--- config.mk ---
export PLATFORM = sky130hd
export DESIGN_NAME = alu_wb_stage
export DESIGN_NICKNAME = d
export VERILOG_FILES = /design/src/rtl/alu_wb_stage.sv
export SDC_FILE = /design/constraint.sdc
export NUM_CORES = 1
export LEC_CHECK = 0
export BUFFER_PORTS_ARGS = -buffer_cell sky130_fd_sc_hd__buf_4
export CORE_ASPECT_RATIO = 1.2
export CORE_UTILIZATION = 45
export DETAILED_ROUTE_END_ITERATION = 16
export SETUP_SLACK_MARGIN = 0.15
export SLEW_MARGIN = 20
export SYNTH_ARGS = -nofsm -noshare
export SYNTH_HDL_FRONTEND = slang
export SYNTH_SLANG_ARGS = --single-unit
export TNS_END_PERCENT = 50
--- constraint.sdc ---
create_clock -name clk -period 6.55 [get_ports clk]
set_input_delay 0.3275 -clock clk [delete_from_list [all_inputs] [get_ports clk]]
set_output_delay 0.3275 -clock clk [all_outputs]
set_load 0.01 [all_outputs]
--- src/rtl/alu_wb_stage.sv ---
//==============================================================================
// Module   : alu_wb_stage
// Brief    : ALU writeback buffer. FIFO of results drained to the register-file
//            port, illegal-opcode drop counter and sticky status flags.
//            Optional macro ALU_WB_OPCNT_EN adds the op_cnt pop counter.
// Revision : 1.0  initial release
//==============================================================================
`default_nettype none

module alu_wb_stage #(
  parameter int DEPTH = 4,
  parameter int AW    = 5
) (
  input  logic                     clk,
  input  logic                     rst,
  input  logic                     in_valid,
  output logic                     in_ready,
  input  logic [31:0]              in_result,
  input  logic [3:0]               in_status,
  input  logic [3:0]               in_opcode,
  input  logic [AW-1:0]            in_dest,
  output logic                     out_valid,
  input  logic                     out_ready,
  output logic [31:0]              out_result,
  output logic [3:0]               out_status,
  output logic [AW-1:0]            out_dest,
  output logic [$clog2(DEPTH):0]   count,
  input  logic                     flags_clr,
  output logic [3:0]               sticky_status,
`ifdef ALU_WB_OPCNT_EN
  output logic [31:0]              op_cnt,
`endif
  output logic [7:0]               illegal_cnt
);

  localparam int c_iw = $clog2(DEPTH);
  localparam int c_pw = c_iw + 1;

  logic [31:0]   r_mem_result [DEPTH];
  logic [3:0]    r_mem_status [DEPTH];
  logic [AW-1:0] r_mem_dest   [DEPTH];

  logic [c_pw-1:0] r_wp;
  logic [c_pw-1:0] r_rp;
  logic [c_pw-1:0] r_count;
  logic [3:0]      r_sticky;
  logic [7:0]      r_illegal;

  logic            w_full;
  logic            w_empty;
  logic            w_push;
  logic            w_legal;
  logic            w_wr;
  logic            w_pop;
  logic [c_iw-1:0] w_widx;
  logic [c_iw-1:0] w_ridx;

  assign w_widx  = r_wp[c_iw-1:0];
  assign w_ridx  = r_rp[c_iw-1:0];
  assign w_full  = (w_widx == w_ridx) && (r_wp[c_iw] != r_rp[c_iw]);
  assign w_empty = (r_wp == r_rp);

  // Legal opcodes are 1..7: nonzero with the top bit clear.
  assign w_legal = (in_opcode != 4'd0) && !in_opcode[3];
  assign w_push  = in_valid && !w_full;
  assign w_wr    = w_push && w_legal;
  assign w_pop   = !w_empty && out_ready;

  assign in_ready      = !w_full;
  assign out_valid     = !w_empty;
  assign out_result    = r_mem_result[w_ridx];
  assign out_status    = r_mem_status[w_ridx];
  assign out_dest      = r_mem_dest[w_ridx];
  assign count         = r_count;
  assign sticky_status = r_sticky;
  assign illegal_cnt   = r_illegal;

  // Storage is cleared on reset so the read port shows zeros while empty.
  always_ff @(posedge clk or posedge rst) begin
    if (rst) begin
      for (int i = 0; i < DEPTH; i++) begin
        r_mem_result[i] <= '0;
        r_mem_status[i] <= '0;
        r_mem_dest[i]   <= '0;
      end
    end else if (w_wr) begin
      r_mem_result[w_widx] <= in_result;
      r_mem_status[w_widx] <= in_status;
      r_mem_dest[w_widx]   <= in_dest;
    end
  end

  always_ff @(posedge clk or posedge rst) begin
    if (rst) begin
      r_wp    <= '0;
      r_rp    <= '0;
      r_count <= '0;
    end else begin
      if (w_wr) begin
        r_wp <= r_wp + c_pw'(1);
      end
      if (w_pop) begin
        r_rp <= r_rp + c_pw'(1);
      end
      if (w_wr && !w_pop) begin
        r_count <= r_count + c_pw'(1);
      end else if (!w_wr && w_pop) begin
        r_count <= r_count - c_pw'(1);
      end
    end
  end

  always_ff @(posedge clk or posedge rst) begin
    if (rst) begin
      r_sticky  <= '0;
      r_illegal <= '0;
    end else begin
      if (w_wr) begin
        r_sticky <= (flags_clr ? 4'd0 : r_sticky) | in_status;
      end else if (flags_clr) begin
        r_sticky <= '0;
      end
      if (w_push && !w_legal && (r_illegal != 8'hFF)) begin
        r_illegal <= r_illegal + 8'd1;
      end
    end
  end

`ifdef ALU_WB_OPCNT_EN
  logic [31:0] r_op_cnt;

  always_ff @(posedge clk or posedge rst) begin
    if (rst) begin
      r_op_cnt <= '0;
    end else if (w_pop) begin
      r_op_cnt <= r_op_cnt + 32'd1;
    end
  end

  assign op_cnt = r_op_cnt;
`endif

endmodule

`default_nettype wire
==> results of run 1 <==
==> metal layers <==
metal / GRT usage / share of wire / up-vias
li1: - / - / 1997
met1: 0.2523 / 0.46 / 2478
met2: 0.2930 / 0.50 / 71
met3: 0.04786 / 0.037 / 12
met4: 0.05090 / 0.0096 / 0
met5: 0 / 0 / -
==> cell usage after synthesis (all sizes together) <==
master and instances:
buf 24, xor2 10, mux4 41, nand3 7, nor2 3, nor3 5, o21ai 2, or3b 1
clkbuf 3, mux2 168, nand2b 1, o31a 1, or3 1, nand2 3, ha 7, o31ai 1
nand4 2, xnor2 6, fa 1, a22o 4, dfrtp 185, nor4 4, inv 5, o2111ai 1
==> final timing paths <==
path	from	end	slack [ps]	depth (start not counted)
worst max-delay path	r_rp[0]	count[2]	3350	9
worst min-delay path	rst	r_mem_result[56]	60	2
worst max register to register	r_rp[0]	count[2]	3350	9
worst min register to register	count[2]	count[2]	470	1
max in group asynchronous	rst	r_mem_result[31]	5090	3
min in group clk	in_result[10]	r_mem_result[106]	160	2
==> layout make-up <==
class	count	share of cell area
Tap cell	261	0.03165
Multi-Input combinational cell	269	0.3869
Sequential cell	185	0.4492
Inverter	5	0.002547
Clock buffer	19	0.04196
Clock inverter	12	0.007761
Timing Repair Buffer	110	0.08004
==> sequential cells by signal, summed over array words and instances, names as in the netlist <==
register       cells
count              3
illegal_cnt        8
r_mem_dest        20
r_mem_result     128
r_mem_status      16
r_rp               3
r_wp               3
sticky_status      4
==> worst reg2reg max path, cell delays in order, from the launching register on <==
cell and delay, ps:
dfrtp_4 1050, xor2_2 320, o31ai_4 140, nor3_2 480
ha_1 280, inv_1 60, fa_1 370, xor2_1 170
nor2_1 110, xor2_1 160
==> through the flow <==
stage / power, W / utilization
3_3_place_gp: 0.004563 / 0.5014
2_1_floorplan: 0.003832 / -
4_1_cts: 0.005585 / 0.5277
3_5_place_dp: 0.004627 / 0.5014
5_1_grt: 0.005849 / 0.5278
6_report: 0.005513 / 0.5278
==> power groups by stage <==
stage	clock, W	sequential [W]	combinational, W
2_1_floorplan	0	0.00196	0.00187
3_3_place_gp	0	0.00211	0.00245
3_5_place_dp	0	0.00214	0.00249
4_1_cts	0.000952	0.00213	0.00250
5_1_grt	0.00101	0.00220	0.00264
6_report	0.000927	0.00212	0.00246
==> logic make-up (layout without fill, tap and decap cells) <==
group / after synthesis / in the layout / share of synthesized area
xor+xnor: 16 / 16 / 0.01939
buf+inv: 32 / 146 / 0.03918
fa+ha+maj: 8 / 8 / 0.01199
flops: 185 / 185 / 0.5160
compound gates: 9 / 9 / 0.01032
mux: 209 / 209 / 0.3803
simple gates: 27 / 27 / 0.02287
==> results.yml, run 1 <==
logic_synthesis:
  ys_types: 35
  yosys_warnings: 0
  syn-mean-instance-area_um2: 18.46
  synth_top_area_cell: "dfrtp_1"
  ys_ff_latch: 185
  synthTopCellsByArea: "dfrtp_1 52%, mux2_4 27%, mux4_2 10%, buf_8 1.7%, buf_12 1.3%"
  yosysSeqAreaShare: 0.5160
  syn_nets: 544
  synth_top_area_share: 0.5160
  synth_area_um2: 8972
  synthCells: 486
clock_network:
  cts_buffer_depth: 2
  cts_buffers: 17
  cts_resized: 0
  cts_root_buf: "clkbuf_16"
  postCtsSetupRepairBufs: 0
  cts_tree: "yes"
  cts_sinks: 185
  cts_hold_buffers: 0
  clk_latency_ps: 420
  cts_htree_levels: 4
  path_clk_slew_ps: 70
power:
  p_seq_frac: 0.385
  p_sw_w: 0.001706
  swShare: 0.3094
  static-leakage-power_nw: 5.071
  clockPowerShare: 0.168
  irDropWorstVdd_uv: 235.7
  p_int_w: 0.003807
  p_comb_frac: 0.446
  power.density_nw_per_um2: 534.4
floorplanning:
  rows: 56
  initial_utilization: 0.4590
  core_um2: 19550
  fp.dieW_um: 130.9
  io-pin-count: 108
  die_area_um2: 20510
  fp.dieH_um: 156.7
timing:
  maxSlewViolCount: 0
  setup_viol: 0
  whs_ps: 55.68
  relSlewSlack: 0.3049
  setup_ws_ps: 3350
  clock_skew_ps: 10.82
  post-route-period-util: 0.4886
  finalSetupTns_ps: 0
  maxClockFrequency_mhz: 312.5
  post-route-min-period_ps: 3200
  tightest_slew_ps: 1043
  rsz0062_at_grt: "no"
  hold_violations: 0
finish:
  syn_to_final_growth_pct: 14.99
  final_common_cell: "dfrtp_1"
  layout.nets: 646
  seqCellArea_um2: 4634
  final_cell_mix: "183 x dfrtp_1, 159 x mux2_4, 110 x buf_4, 41 x mux4_2, 17 x clkbuf_16"
  final_cells: 861
  stdcell_area_um2: 10320
  multi_input_area_um2: 3991
  antenna_cells: 0
  final_layout_size_suffix_gt1_frac: 0.6083
  num-fill-cells: 1610
grt:
  grt_max_degree: 120
  antenna_found_initial: 0
  grt.total_usage: 0.1854
  grt_pass1_vias: 5057
  grt-ovfl-total: 0
  grt_pass1_wl_mm: 28.37
setup_path:
  crit_type: "reg -> reg"
  critPathTopFamily: "flip-flops"
  slowest_delay_ps: 1050
  start_kind: "flip-flop"
  critPathCaptureType: "flip-flop"
  worst_path_max_delay_cell: "dfrtp_4"
  path_common_cell: "xor2_1"
  worstPathBufferInverterCount: 1
  worst_ep_arrival_time_ps: 3550
  crit_required_ps: 6900
  path_cells: "xor2_2, o31ai_4, nor3_2, ha_1, inv_1, fa_1, xor2_1, nor2_1, xor2_1"
  crit_path_max_fanout: 44
detailed_routing:
  wl_mm: 17.46
  drc_errors: 0
  drtPass1Iterations: 4
  vias: 4558
  viasPerCell: 5.294
  ant_nets: 0
  detail_route.iter0.violations: 215
  wl_per_cell_um: 20.27
placed_design:
  dp_cells: 830
  gp_congestion: 0.7096
  placed_area_um2: 9802
  hpwl_mm: 10.01
  io_buffer_count: 107
  post-place-ws_ps: 3248
min_path:
  min_path_type: "in -> async"
run:
  drv_cap: 0
outcome:
  status: "finished, final reports clean"
(Power assumes the default switching activity.)
==> inputs of run 2 (changes only) <==
Settings changed: ABC_AREA set to 1.
Clock period 6.55 ns to 3.1 ns, I/O delays scaled along.
==> run 2 against run 1 <==
Final cell count is 67% higher; non-clock buffer count is 60 higher; routed wire length is 28% higher; core utilization is 5.0 points higher; global-route usage is 6.1 points higher; via count is 61% higher; clock skew is 3.6 ps lower; flip-flop and latch count stayed put; first-iteration DRC count grew to 2.8 times the previous value; synthesized cell count is 120% higher; clock-buffer cell count is 1 lower; register-to-register slack worse by 2800 ps.
==> results.yml, run 2 <==
finish:
  final_common_cell: "nand2_1"
  final_layout_size_suffix_gt1_frac: 0.1384
  syn_to_final_growth_pct: 25.18
  largest_register_ffs: 128
  final_cell_mix: "545 x nand2_1, 184 x dfrtp_1, 118 x buf_4, 89 x o21ai_0, 88 x nor2_1"
  final_cells: 1438
  regMostFlops: "r_mem_result"
  top_regs: "r_mem_result x128, r_mem_dest x20, r_mem_status x16"
  antenna_cells: 0
  num-fill-cells: 1725
  stdcell_area_um2: 10540
  layout.nets: 1259
logic_synthesis:
  yosys_warnings: 0
  synth_top_area_cell: "dfrtp_1"
  yosysSeqAreaShare: 0.5499
  syn-mean-instance-area_um2: 7.861
  yosysMostFrequentCell: "nand2_1"
  synth_area_um2: 8419
  ys_ff_latch: 185
  synth_edf_count: 0
  async_flop_share: 1.000
  ys.flop_type: "dfrtp_1"
  synthCells: 1071
  synth_common_cells: "545 x nand2_1, 185 x dfrtp_1, 89 x o21ai_0"
  syn_nets: 1129
  synth_top_area_share: 0.5499
  ys_types: 22
  synthTopCellsByArea: "dfrtp_1 55%, nand2_1 24%, o21ai_0 5.3%, nor2_1 3.9%, o22ai_1 3.0%"
detailed_routing:
  drtPass1Iterations: 5
  ant_nets: 0
  vias: 7339
  viasPerCell: 5.104
  drc_errors: 0
  wl_per_cell_um: 15.60
  detail_route.iter0.violations: 593
  wl_mm: 22.43
timing:
  setup_viol: 0
  relSlewSlack: 0.4119
  rsz0062_at_grt: "no"
  whs_ps: 72.01
  maxClockFrequency_mhz: 381.5
  tightest_slew_ps: 882.2
  finalSetupTns_ps: 0
  post-route-min-period_ps: 2621
  clock_skew_ps: 7.234
  post-route-period-util: 0.8455
  hold_violations: 0
  maxSlewViolCount: 0
setup_path:
  crit_type: "reg -> out"
  crit_required_ps: 2940
  start_kind: "flip-flop"
  critPathCaptureType: "output port"
  crit_path_max_fanout: 83
  worst_ep_arrival_time_ps: 2470
grt:
  grt.total_usage: 0.2459
  grt-ovfl-total: 0
  grt_pass1_vias: 7048
  antenna_found_initial: 0
  grt_pass1_wl_mm: 37.18
  grt_max_degree: 92
placed_design:
  hpwl_mm: 12.76
  io_buffer_count: 107
  placed_area_um2: 9459
  gp_congestion: 0.7380
  dp_cells: 1360
power:
  power.total_w: 0.01087
  static-leakage-power_nw: 5.482
  power.density_nw_per_um2: 1032
  irDropWorstVdd_uv: 427.2
floorplanning:
  io-pin-count: 108
  fp.dieW_um: 126.9
  core_um2: 18240
  fp.dieH_um: 151.8
  die_area_um2: 19260
  initial_utilization: 0.4615
  rows: 54
clock_network:
  cts_htree_levels: 4
  cts_hold_buffers: 45
  cts_buffer_depth: 2
  cts_root_buf: "clkbuf_16"
  cts_tree: "yes"
  postCtsSetupRepairBufs: 0
  cts_buffers: 17
  path_clk_slew_ps: 70
  clk_latency_ps: 430
  cts_resized: 0
  cts_sinks: 185
min_path:
  min_path_type: "in -> reg"
run:
  drv_cap: 0
outcome:
  status: "finished, final reports clean"
[run 2: cell count changes in the layout (fill, tap and decap cells not counted), sizes merged, moves of 15 or more]
| cell | change |
|---|---|
| mux4 | -41 |
| o22ai | +41 |
| dlygate4sd3 | +45 |
| buf | +15 |
| nand2 | +542 |
| inv | +20 |
| o21ai | +87 |
| mux2 | -167 |
| nor2 | +89 |
[run 2: kinds of logic (layout without fill, tap and decap cells)]
family | Yosys count | after routing | synth area share
AO/OA/AOI/OAI | 134 | 134 | 0.08605
XOR/XNOR | 8 | 8 | 0.008323
adder cells (fa/ha/maj) | 8 | 8 | 0.01278
buffers and inverters | 81 | 224 | 0.03968
flip-flops | 185 | 185 | 0.5499
multiplexers | 1 | 1 | 0.001337
AND/OR/NAND/NOR | 654 | 654 | 0.3020
[run 2: routing by layer]
metal	routed length, um	part of all wire	track usage
met1	10320	0.46	0.3366
met3	909	0.041	0.04014
met2	10940	0.49	0.4069
met5	0	0	0
met4	250	0.011	0.06293
[run 2: critical path, stage by stage (launching register included)]
cell	delay, ps
dfrtp_2	570
inv_2	110
buf_4	690
o21ai_0	200
o22ai_1	270
buf_4	180
[run 2: power by group]
group	switching [W]	internal, W
clock network	0.000986	0.00123
registers	0.000620	0.00348
logic	0.00262	0.00194
total	0.00423	0.00665
[run 2: cell type report]
type | count | area, um^2 | area share
flip-flops and latches | 185 | 4631 | 0.4394
clock inverters | 14 | 162.7 | 0.01543
well taps | 224 | 280.3 | 0.02659
clock buffers | 18 | 439.2 | 0.04167
inverters | 22 | 86.33 | 0.008192
multi-input cells | 805 | 3456 | 0.3279
repair buffers | 170 | 1484 | 0.1408
[run 2: worst paths after layout]
kind,cells past startpoint,end,slack (ps),startpoint
worst max-delay path,5,out_dest[4],480,r_rp[0]
worst min-delay path,3,illegal_cnt[2],70,in_valid
worst max register to register,12,count[2],560,r_rp[0]
worst min register to register,2,r_mem_dest[9],470,r_mem_dest[9]
max in group asynchronous,4,r_mem_result[15],1920,rst
min in group asynchronous,3,r_mem_dest[18],330,rst
[run 2: per-stage QoR]
stage,worst slack [ps],util
detailed placement,569.1,0.5185
CTS,457.9,0.5762
finish,479.1,0.5777
floorplan,566.5,-
global placement,588.5,0.5185
global route,338.8,0.5777
==> inputs of run 3 (changes only) <==
Settings changed: PLACE_DENSITY set to 0.67.
Clock period 3.1 ns to 2.2 ns, I/O delays scaled along.
==> run 3 against run 2 <==
Global-route usage grew 0.31 points; clock-buffer cell count up 1; core utilization grew 1.4 points; critical endpoint is now out_result[30]; non-clock buffer count is 19 higher; first-iteration DRC count is 0.17% higher.
==> results.yml, run 3 (synthesized netlist as in run 2, its figures left out) <==
detailed_routing:
  drc_errors: 0
  ant_nets: 0
  viasPerCell: 5.205
  vias: 7583
  wl_per_cell_um: 15.86
  wl_mm: 23.11
  detail_route.iter0.violations: 594
  drtPass1Iterations: 5
placed_design:
  io_buffer_count: 107
  placed_area_um2: 9582
  dp_cells: 1373
  gp_congestion: 0.7623
  hpwl_mm: 12.97
power:
  p_comb_frac: 0.437
  swShare: 0.3887
  irDropWorstVdd_uv: 696.5
  p_sw_w: 0.006144
  p_seq_frac: 0.365
  static-leakage-power_nw: 5.585
  p_int_w: 0.009664
  power.density_nw_per_um2: 1465
  clockPowerShare: 0.198
min_path:
  min_path_type: "in -> reg"
finish:
  antenna_cells: 0
  stdcell_area_um2: 10790
  largest_register_ffs: 128
  regMostFlops: "r_mem_result"
  layout.nets: 1278
  top_regs: "r_mem_result x128, r_mem_dest x20, r_mem_status x16"
  final_cell_mix: "542 x nand2_1, 184 x dfrtp_1, 130 x buf_4, 88 x nor2_1, 88 x o21ai_0"
  final_layout_size_suffix_gt1_frac: 0.1598
  final_common_cell: "nand2_1"
  syn_to_final_growth_pct: 28.16
  final_cells: 1457
clock_network:
  clk_latency_ps: 440
  cts_root_buf: "clkbuf_16"
  path_clk_slew_ps: 70
  cts_sinks: 185
  cts_htree_levels: 4
  cts_buffers: 17
  cts_tree: "yes"
  cts_buffer_depth: 2
setup_path:
  worstPathBufferInverterCount: 2
  crit_type: "reg -> out"
  start_kind: "flip-flop"
  slowest_delay_ps: 460
  path_cells: "buf_16, o21ai_0, o22ai_1, buf_4"
  crit_required_ps: 2090
  critPathTopFamily: "buffers and inverters"
  worst_ep_arrival_time_ps: 1890
  worst_path_max_delay_cell: "dfrtp_2"
  critPathCaptureType: "output port"
  crit_path_max_fanout: 82
run:
  drv_cap: 0
timing:
  maxClockFrequency_mhz: 501.0
  post-route-period-util: 0.9073
  relSlewSlack: 0.6310
  tightest_slew_ps: 552.4
  hold_violations: 0
  rsz0062_at_grt: "yes"
  setup_viol: 0
  maxSlewViolCount: 0
  post-route-min-period_ps: 1996
  clock_skew_ps: 8.203
grt:
  grt_pass1_wl_mm: 37.63
  grt_max_degree: 84
  grt_pass1_vias: 7501
  antenna_found_initial: 0
  grt-ovfl-total: 0
  grt.total_usage: 0.2490
outcome:
  status: "finished, final reports clean"
floorplanning:
  fp.dieH_um: 151.8
  core_um2: 18240
  initial_utilization: 0.4615
  fp.dieW_um: 126.9
  die_area_um2: 19260
  io-pin-count: 108
  rows: 54
## run 3: changes by cell type in the layout (fill, tap and decap cells not counted), sizes merged
cell	before	now
buf	125	143
clkbuf	18	20
clkinvlp	5	8
inv	26	22
## run 3: power groups by stage
stage,logic [W],clock network (W),registers [W]
2_1_floorplan,0.00398,0,0.00562
3_3_place_gp,0.00636,0,0.00576
3_5_place_dp,0.00649,0,0.00576
4_1_cts,0.00664,0.00317,0.00574
5_1_grt,0.00771,0.00330,0.00596
6_report,0.00691,0.00313,0.00577
## run 3: routing by layer
layer | GRT usage | part of all wire | vias up
li1 | - | - | 3671
met1 | 0.3281 | 0.45 | 3640
met2 | 0.4100 | 0.48 | 228
met3 | 0.03908 | 0.046 | 44
met4 | 0.1020 | 0.025 | 0
met5 | 0 | 0 | -
## run 3: area by class of cell
type                       count  area, um^2
clock buffer                  19       452.9
clock inverter                13       143.9
fill                        1682        7452
inverter                      22       91.34
multi-input combinational    805        3478
sequential                   185        4631
tap                          224       280.3
timing repair buffer         189        1713
## run 3: final timing paths
kind,endpoint,start,depth (start not counted),slack [ps]
worst max register to register,count[1],r_rp[0],9,240
worst max-delay path,out_result[30],r_rp[0],4,200
min in group asynchronous,illegal_cnt[7],rst,3,280
worst min-delay path,illegal_cnt[2],in_valid,3,20
worst min register to register,r_mem_result[77],r_mem_result[77],2,470
max in group asynchronous,r_mem_result[45],rst,4,1290
## run 3: worst reg2reg max path, delay by kind of cell, from the launching register on
kind / cells / cell delay, ps
adder cells (fa/ha/maj): 2 / 590
buffers and inverters: 2 / 170
flip-flops: 1 / 460
multiplexers: 1 / 260
AND/OR/NAND/NOR: 4 / 390
## run 3: timing repair
item,CTS,global route
setup endpoints to repair,42,15
cloned,0,1
pin swaps,1,4
resized for setup,8,17
hold buffers,45,0
buffers inserted,1,5
hold endpoints to repair,184,0
## run 3: through the flow
step	setup WS, ps	utilization	hold slack [ps]	power, W	TNS, ps
global route	115.6	0.5915	42.69	0.01696	0
finish	203.9	0.5915	15.54	0.01581	0
CTS	140.6	0.5846	6.870	0.01555	0
floorplan	-288.5	-	206.4	0.009602	-53380
detailed placement	130.1	0.5252	194.7	0.01226	0
global placement	141.8	0.5252	196.0	0.01212	0
